===== src/rtl/decoder3to8_seq.sv =====
// -----------------------------------------------------------------------------
// decoder3to8_seq
//   Sequenced 3-to-8 decoder. A 3-bit code is accepted over a valid/ready
//   handshake. The matching one-hot line is driven on y for HOLD_CYCLES cycles.
//   y is then forced to zero for GAP_CYCLES cycles before the next code can be
//   taken. This turns codes from the 8-to-3 encoder path back into timed
//   one-hot strobes for select and enable fan-out.
//
// Parameters
//   HOLD_CYCLES  cycles y stays one-hot per accepted code (>= 1)
//   GAP_CYCLES   cycles y is held at zero after each hold (>= 0)
//   CNT_W        counter width; both cycle counts must be <= 2**CNT_W
//
// Ports
//   clk         in   rising-edge clock
//   rst_n       in   synchronous, active-low reset
//   en          in   block enable; low aborts a hold or gap in progress
//   code_in     in   [2:0] code to decode
//   code_valid  in   code_in is valid
//   code_par    in   expected parity of code_in (DEC_PARITY_CHK_EN only)
//   code_ready  out  block can accept a code (combinational)
//   y           out  [7:0] registered one-hot output
//   busy        out  registered, high in HOLD or GAP
//   done        out  registered one-cycle pulse at the normal end of a hold
//   par_err     out  registered one-cycle pulse on a parity-rejected transfer
//                    (DEC_PARITY_CHK_EN only)
//   dbg_state   out  [1:0] current FSM state, for observation only
//
// Configuration macro
//   DEC_PARITY_CHK_EN  adds code_par / par_err and parity-checks each transfer
// -----------------------------------------------------------------------------
module decoder3to8_seq #(
    parameter int HOLD_CYCLES = 4,
    parameter int GAP_CYCLES  = 1,
    parameter int CNT_W       = 8
) (
    input  logic       clk,
    input  logic       rst_n,
    input  logic       en,
    input  logic [2:0] code_in,
    input  logic       code_valid,
`ifdef DEC_PARITY_CHK_EN
    input  logic       code_par,
    output logic       par_err,
`endif
    output logic       code_ready,
    output logic [7:0] y,
    output logic       busy,
    output logic       done,
    output logic [1:0] dbg_state
);

    localparam logic [1:0] S_IDLE = 2'd0;
    localparam logic [1:0] S_HOLD = 2'd1;
    localparam logic [1:0] S_GAP  = 2'd2;

    // Counter reload values. The counter counts down to zero, so a phase of
    // N cycles loads N-1. A zero-length gap never loads, so clamp it to 0.
    localparam int HOLD_LOAD_I = (HOLD_CYCLES > 0) ? HOLD_CYCLES - 1 : 0;
    localparam int GAP_LOAD_I  = (GAP_CYCLES  > 0) ? GAP_CYCLES  - 1 : 0;
    localparam logic [CNT_W-1:0] HOLD_LOAD = HOLD_LOAD_I[CNT_W-1:0];
    localparam logic [CNT_W-1:0] GAP_LOAD  = GAP_LOAD_I[CNT_W-1:0];

    logic [1:0]       state;
    logic [CNT_W-1:0] cnt;
    logic             accept;
    logic             code_ok;

    // Handshake: a transfer happens on a rising edge where code_valid and
    // code_ready are both high. code_ready depends only on state, en and
    // rst_n, never on code_valid. A producer may present code_valid at any
    // time. Once a code is offered, the producer holds it until it is taken.
    assign code_ready = rst_n && en && (state == S_IDLE);
    assign accept     = code_valid && code_ready;
    assign dbg_state  = state;

`ifdef DEC_PARITY_CHK_EN
    assign code_ok = (code_par == ^code_in);
`else
    assign code_ok = 1'b1;
`endif

    always_ff @(posedge clk) begin
        if (!rst_n) begin
            state <= S_IDLE;
            cnt   <= '0;
            y     <= 8'h00;
            busy  <= 1'b0;
            done  <= 1'b0;
`ifdef DEC_PARITY_CHK_EN
            par_err <= 1'b0;
`endif
        end else begin
            // done and par_err are single-cycle pulses.
            done <= 1'b0;
`ifdef DEC_PARITY_CHK_EN
            par_err <= 1'b0;
`endif
            case (state)
                S_IDLE: begin
                    if (accept) begin
                        if (code_ok) begin
                            y     <= 8'h01 << code_in;
                            busy  <= 1'b1;
                            cnt   <= HOLD_LOAD;
                            state <= S_HOLD;
                        end else begin
                            // A bad-parity code is consumed but is not decoded.
`ifdef DEC_PARITY_CHK_EN
                            par_err <= 1'b1;
`endif
                        end
                    end
                end

                S_HOLD: begin
                    // Abort wins over the normal end of a hold.
                    if (!en) begin
                        y     <= 8'h00;
                        busy  <= 1'b0;
                        cnt   <= '0;
                        state <= S_IDLE;
                    end else if (cnt == '0) begin
                        y    <= 8'h00;
                        done <= 1'b1;
                        if (GAP_CYCLES > 0) begin
                            cnt   <= GAP_LOAD;
                            state <= S_GAP;
                        end else begin
                            busy  <= 1'b0;
                            state <= S_IDLE;
                        end
                    end else begin
                        cnt <= cnt - 1'b1;
                    end
                end

                S_GAP: begin
                    if (!en) begin
                        y     <= 8'h00;
                        busy  <= 1'b0;
                        cnt   <= '0;
                        state <= S_IDLE;
                    end else if (cnt == '0) begin
                        busy  <= 1'b0;
                        state <= S_IDLE;
                    end else begin
                        cnt <= cnt - 1'b1;
                    end
                end

                default: begin
                    y     <= 8'h00;
                    busy  <= 1'b0;
                    cnt   <= '0;
                    state <= S_IDLE;
                end
            endcase
        end
    end

endmodule

===== config.mk =====
export PLATFORM = sky130hd
export DESIGN_NAME = decoder3to8_seq
export DESIGN_NICKNAME = d
export VERILOG_FILES = /design/src/rtl/decoder3to8_seq.sv
export SDC_FILE = /design/constraint.sdc
export NUM_CORES = 1
export LEC_CHECK = 0
export CORE_MARGIN = 2
export CORE_UTILIZATION = 54
export CTS_CLUSTER_DIAMETER = 80
export DETAILED_ROUTE_END_ITERATION = 8
export PLACE_DENSITY = 0.82
export SKIP_CTS_REPAIR_TIMING = 1
export SLEW_MARGIN = 5
export SYNTH_ARGS = -nofsm -noshare
export SYNTH_HDL_FRONTEND = slang
export SYNTH_SLANG_ARGS = --single-unit

===== constraint.sdc =====
create_clock -name clk -period 5.7 [get_ports clk]
set_input_delay 0.855 -clock clk [delete_from_list [all_inputs] [get_ports clk]]
set_output_delay 0.855 -clock clk [all_outputs]
set_load 0.05 [all_outputs]

After elaboration in Yosys (flattened, before gate mapping)
Index checks and enable logic that the tools add are counted.

Register bits: 20. Bits of input ports: 7. Output and inout bits: 13. Logic and storage cells: 48.

Add/sub/neg operators: 1. Equal/unequal tests: 8. Shift-type cells: 1. Muxes and demuxes: 23. Reduce and logical (&&, ||, !) cells: 10.

Operator list (count): 8-bit two-way mux (9); 8-bit one-hot mux with 3 select lines (2); 3-bit AND reduction (4); 2-bit two-way mux (5); 3-bit != test, second input constant (3); 8-bit logical NOT (1); 1-bit by 3-bit left shift with 8-bit output, first input constant (1); 8-bit by 1-bit subtractor with 8-bit output, second input constant (1); 2-bit != test, second input constant (3); 2-bit one-hot mux with 3 select lines (1); 1-bit two-way mux (5); 1-bit logical AND (3); 1-bit one-hot mux with 3 select lines (1); 2-bit by 1-bit equality test with 1-bit output, second input constant (1); 2-bit equality test, second input constant (1); 2-bit logical NOT (1); 2-bit AND reduction (1).

Depth between registers and ports, before layout
Gate-level depths: netlist (run 1).

Depth after elaboration: 5. Gate-level depth with buffers: 7. Mapped depth without buffers: 6.

Worst setup path after synthesis (run 1)
No wires, ideal clock.

Kind: in2out. Start point: input rst_n. End point: output code_ready. Data arrival time: 2042 ps. Setup slack: 2803 ps. Stages on the path: 2. Cell sequence: nand2_1 > nor3_1.

Longest elaborated chain between the ends: 2.

RTL lines: start, declared (line 38) `input logic rst_n,`; 1-bit logical AND (2 in series) (line 73) `assign code_ready = rst_n && en && (state == S_IDLE);`; end, declared (line 46) `output logic code_ready,`.

No other way between the ends.

Worst setup path in the final report (run 1)
Start point: input en. End point: output code_ready.

Longest elaborated chain between the ends: 2.

RTL lines: start, declared (line 39) `input logic en,`; 1-bit logical AND (2 in series) (line 73).

No other way between the ends.

==> results of run 1 <==
-- power by group --
part           leakage, uW  internal, uW  switching, uW  total (uW)
Sequential        0.000163           148           10.4         158
Clock            0.0000210          39.0           43.2        82.2
Combinational     0.000280          38.3           55.2        93.5
Total             0.000463           225            109         334
-- logic make-up (layout without fill, tap and decap cells) --
logic type | after synthesis | count (layout) | share of synthesized area [%]
flip-flops | 20 | 20 | 37.6
XOR/XNOR | 1 | 1 | 0.822
AO/OA/AOI/OAI | 42 | 42 | 25.9
buffers and inverters | 9 | 28 | 3.99
AND/OR/NAND/NOR | 49 | 49 | 29.3
adder cells (fa/ha/maj) | 2 | 2 | 2.35
-- Yosys cell counts, drive strengths merged, types with 2 or more instances --
cell    count  share of area (%)
or3b        2                1.6
nor3        5                2.3
o21a        2                1.4
a21oi      15                7.0
o21ba       2                1.9
dfxtp      20                 38
nor4        3                3.2
or4         7                5.3
nand3       5                2.3
or3         8                4.8
inv         4                1.4
o21ai      15                7.0
o211ai      2                1.4
clkbuf      2               0.70
nand2       7                2.5
nor2        3                1.1
ha          2                2.3
buf         2                1.5
nand2b      2                1.2
-- worst max-delay path by stage --
stage,startpoint,to,slack (ns)
floorplan,rst_n,code_ready,2.80
detailed placement,rst_n,code_ready,2.22
CTS,rst_n,code_ready,2.21
finish,en,code_ready,2.20
global route,rst_n,code_ready,2.04
global placement,rst_n,code_ready,2.24
-- per-layer routing --
layer  up-vias  part of all wire [%]  global-route usage (%)
met3         2                   2.8                    4.01
li1        511                     -                       -
met1       456                    48                    25.8
met2        16                    49                    36.1
met4         0                  0.83                    4.29
met5         -                     0                       0
-- registers in the layout (all words and copies together), names as in the netlist --
register   count
y              8
done           1
dbg_state      2
cnt            8
busy           1
-- worst max-delay path: stages --
cell and delay (ns):
clkdlybuf4s50_1 0.58, nand2_1 0.15, nor3_1 0.21, clkdlybuf4s50_1 0.85
-- cell type report --
class / count / area share (%)
inverter: 5 / 1.44
sequential: 20 / 30.7
tap: 27 / 2.59
clock buffer: 4 / 2.79
timing repair buffer: 19 / 14.6
multi-input combinational: 94 / 47.8
-- through the flow --
| step | instances | hold slack [ns] | util (%) |
|---|---|---|---|
| 4_1_cts | 169 | 0.484 | 68.5 |
| 3_3_place_gp | 165 | 0.459 | 66.6 |
| 6_report | 169 | 0.482 | 68.5 |
| 2_1_floorplan | 123 | 0.477 | - |
| 5_1_grt | 169 | 0.513 | 68.5 |
| 3_5_place_dp | 165 | 0.468 | 66.6 |
-- placed cells by master (no fill, tap or decap), types with 2 or more instances in the layout --
cell,n
o21ai_0,13
o21a_1,2
clkdlybuf4s50_1,19
or3b_2,2
dfxtp_1,20
o211ai_1,2
o21ba_1,2
ha_1,2
o21ai_1,2
nor2_1,3
nand2_1,7
a21oi_1,15
nand2b_1,2
or3_1,7
inv_1,4
nor3_1,5
or4_1,6
nand3_1,5
nor4_1,2
clkbuf_4,3
==> flow_summary.yaml, run 1 <==
run_status:
  outcome: "complete, no violations"
timing:
  timing_hold_violations_final: 0
  finalSetupViolations: 0
  min_period_over_period_pct: 61.4
  fmaxAchievable_mhz: 286
  rsz0062_at_grt: "false"
  fin_setup_tns_ns: 0
  tightest_slew_ns: 0.498
  post-route-min-period_ns: 3.50
  timing.final.ws_setup_ns: 2.20
  fin_skew_ns: 0.000987
  drv_slew: 0
  relSlewSlack_pct: 66.7
route:
  ant_nets: 0
  first_pass_iters: 4
  vias_per_cell: 5.83
  wl_per_cell_um: 12.9
  vias: 985
  drc_errors: 0
  wirelength_mm: 2.18
  first_iter_violations: 4
floorplanning:
  ios: 20
  start_util_pct: 56.1
  die_area_mm2: 0.00235
  fp.dieH_um: 48.4
  num_rows: 16
  fp.dieW_um: 48.4
  core-area_mm2: 0.00190
place:
  dpl_worst_slack_ns: 2.22
  io_buffers: 19
  dp_hpwl_mm: 1.56
  gp_congestion: 0.794
  place_area_mm2: 0.00127
cells_and_area:
  fill_cells: 164
  drive_gt1_share_pct: 9.86
  area_delta_synth_final_pct: 22.2
  fin_area_mm2: 0.00130
  layout.nets: 152
  multiInputGateArea_um2: 623
  regArea_um2: 400
  diodes: 0
synthesis:
  ys_ff_latch: 20
  synthArstFlopShare_pct: 0
  syn_nets: 132
  yosysWarningCount: 0
  ys_types: 39
  synth_edf_count: 0
  ys_seq_area_share_pct: 37.6
  syn_area_mm2: 0.00107
  syn_inst: 123
  avgSynthCellArea_um2: 8.67
  synth_flop_cell: "dfxtp_1"
clock_network:
  h-tree-depth: 1
  clk_latency_ns: 0.30
  cts.sinks: 20
  cts_tree: "done"
  cts_buffers: 3
  cts_buffer_depth: 2
  root_buffer: "clkbuf_4"
  cts.clk_slew.worst_paths_ns: 0.11
global_routing:
  grt_antenna_before_repair: 0
  gr-total-overflow: 0
  grt_max_degree: 16
  grt_pass1_wl_mm: 3.80
  grt_usage_pct: 20.4
  grt_pass1_vias: 870
critical_path:
  cp_max_fo: 6
  r2r-start: "cnt[0]"
  worst_setup_path_start_kind: "input pin"
  end_kind: "primary output"
  r2r_slack_ns: 3.68
  required_ns: 4.85
  reg2reg_to: "y[5]"
  arrival_ns: 2.65
  path_class: "in -> out"
  reg2regPathDepth: 6
min_path:
  hold_depth: 2
  min_from: "y[6]"
  hold_end: "y[6]"
  hp-class: "reg -> reg"
pwr:
  vdd_drop_max_mv: 0.197
  power.total_uw: 334
  leakage_uw: 0.000463
  powerDensity_mw_per_mm2: 256
run:
  drv_cap: 0
(Power assumes the default switching activity.)
==> inputs of run 2 (changes only) <==
--- a/config.mk
+++ b/config.mk
@@ -6,10 +6,10 @@
 export NUM_CORES = 1
 export LEC_CHECK = 0
 export CORE_MARGIN = 2
-export CORE_UTILIZATION = 54
+export CORE_UTILIZATION = 45
 export CTS_CLUSTER_DIAMETER = 80
 export DETAILED_ROUTE_END_ITERATION = 8
-export PLACE_DENSITY = 0.82
+export PLACE_DENSITY = 0.73
 export SKIP_CTS_REPAIR_TIMING = 1
 export SLEW_MARGIN = 5
 export SYNTH_ARGS = -nofsm -noshare
==> constraint.sdc (replaced) <==
create_clock -name clk -period 3.2 [get_ports clk]
set_input_delay 0.48 -clock clk [delete_from_list [all_inputs] [get_ports clk]]
set_output_delay 0.48 -clock clk [all_outputs]
set_load 0.05 [all_outputs]
==> run 2 against run 1 <==
Net effect: non-clock buffer count did not move; worst setup slack worse by 1.8 ns; clock skew up 0.0058 ns; clock power increased by 82%; global-route usage shrank 2.6 points; first-iteration DRC count grew to 3.5 times the previous value; hold slack lost 0.0028 ns; critical path type unchanged; critical endpoint unchanged.
==> flow_summary.yaml, run 2 (same netlist as run 1, synthesis figures left out) <==
cells_and_area:
  diodes: 0
  final_cell_mix: "dfxtp_1, clkdlybuf4s50_1, a21oi_1"
  drive_gt1_share_pct: 9.86
  layout.nets: 152
  area_delta_synth_final_pct: 22.3
  fin_area_mm2: 0.00130
  layout_commonest_cell: "dfxtp_1"
  post-route-util_pct: 58.4
  fill_cells: 208
critical_path:
  reg2regPathDepth: 6
  cp_cell_sequence: "clkdlybuf4s50_1 -> nand2_1 -> nor3_1 -> clkdlybuf4s50_1"
  r2r-start: "cnt[0]"
  required_ns: 2.72
  cp.depth: 4
  crit_slowest_cell: "clkdlybuf4s50_1"
  path_class: "in -> out"
  cp_max_fo: 7
  cpMostUsedCell: "clkdlybuf4s50_1"
  worst_setup_path_start_kind: "input pin"
  reg2reg_to: "y[5]"
  end_kind: "primary output"
  crit_family: "buffers and inverters"
  r2r_slack_ns: 1.16
  arrival_ns: 2.37
  cp_slowest_stage_delay_ns: 0.85
  path_buf_inv: 2
route:
  vias: 973
  vias_per_cell: 5.72
  wl_per_cell_um: 12.8
  first_pass_iters: 4
  drc_errors: 0
  first_iter_violations: 14
  ant_nets: 0
  wirelength_mm: 2.17
timing:
  fmaxAchievable_mhz: 351
  fin_setup_tns_ns: 0
  rsz0062_at_grt: "false"
  finalSetupViolations: 0
  timing.final.ws_setup_ns: 0.354
  fin_skew_ns: 0.00674
  tightest_slew_ns: 0.499
  timing_hold_violations_final: 0
  post-route-min-period_ns: 2.85
  min_period_over_period_pct: 88.9
  drv_slew: 0
  relSlewSlack_pct: 66.6
min_path:
  min_from: "y[2]"
  hp-class: "reg -> reg"
  hold_depth: 2
  hold_end: "y[2]"
clock_network:
  h-tree-depth: 1
  cts.sinks: 20
  cts.clk_slew.worst_paths_ns: 0.11
  clk_latency_ns: 0.31
  cts_buffers: 3
  root_buffer: "clkbuf_4"
  cts_tree: "done"
  cts_buffer_depth: 2
floorplanning:
  ios: 20
  fp.dieH_um: 52.7
  start_util_pct: 47.7
  num_rows: 17
  die_area_mm2: 0.00277
  core-area_mm2: 0.00223
  fp.dieW_um: 52.7
global_routing:
  grt_use_met1_pct: 22.4
  use_met3_pct: 3.43
  grt_pass1_vias: 861
  grt_usage_pct: 17.8
  grt_max_degree: 16
  use_met2_pct: 29.8
  top_usage_layer: "met2"
  grt_antenna_before_repair: 0
  grt_pass1_wl_mm: 3.71
  gr-total-overflow: 0
pwr:
  powerDensity_mw_per_mm2: 459
  power.total_uw: 599
  leakage_uw: 0.000463
  vdd_drop_max_mv: 0.337
run_status:
  outcome: "complete, no violations"
place:
  io_buffers: 19
  place_area_mm2: 0.00127
  dpl_worst_slack_ns: 0.410
  dp_hpwl_mm: 1.60
  gp_congestion: 0.792
run:
  drv_cap: 0
run 2: layout make-up:
type                            count  area, um2  share of cell area, %
Multi-Input combinational cell     94        623                   47.8
Clock buffer                        4       36.3                   2.78
Sequential cell                    20        400                   30.7
Inverter                            5       18.8                   1.44
Tap cell                           28       35.0                   2.69
Timing Repair Buffer               19        190                   14.6
run 2: where the power goes:
part,switching [uW],internal [uW]
Combinational,98.2,68.6
Clock,80.6,69.6
Sequential,18.7,263
run 2: worst max path at each step:
stage / start / end
5_1_grt: rst_n / code_ready
6_report: rst_n / code_ready
2_1_floorplan: dbg_state[1] / code_ready
4_1_cts: rst_n / code_ready
3_5_place_dp: rst_n / code_ready
3_3_place_gp: rst_n / code_ready
run 2: metrics by stage:
step                hold WS [ns]  cells
finish                     0.479    170
global route               0.507    170
CTS                        0.481    170
detailed placement         0.465    166
global placement           0.459    166
floorplan                  0.477    123
run 2: metal layers:
metal  vias to the layer above  wire, um
li1                        503         -
met1                       452      1040
met2                        16      1030
met3                         2        73
met4                         0        27
met5                         -         0
run 2: tightest hold or removal path, delay by kind of cell (launching register included):
family	cells	cell delay (ns)
flops	1	0.32
compound gates	2	0.12
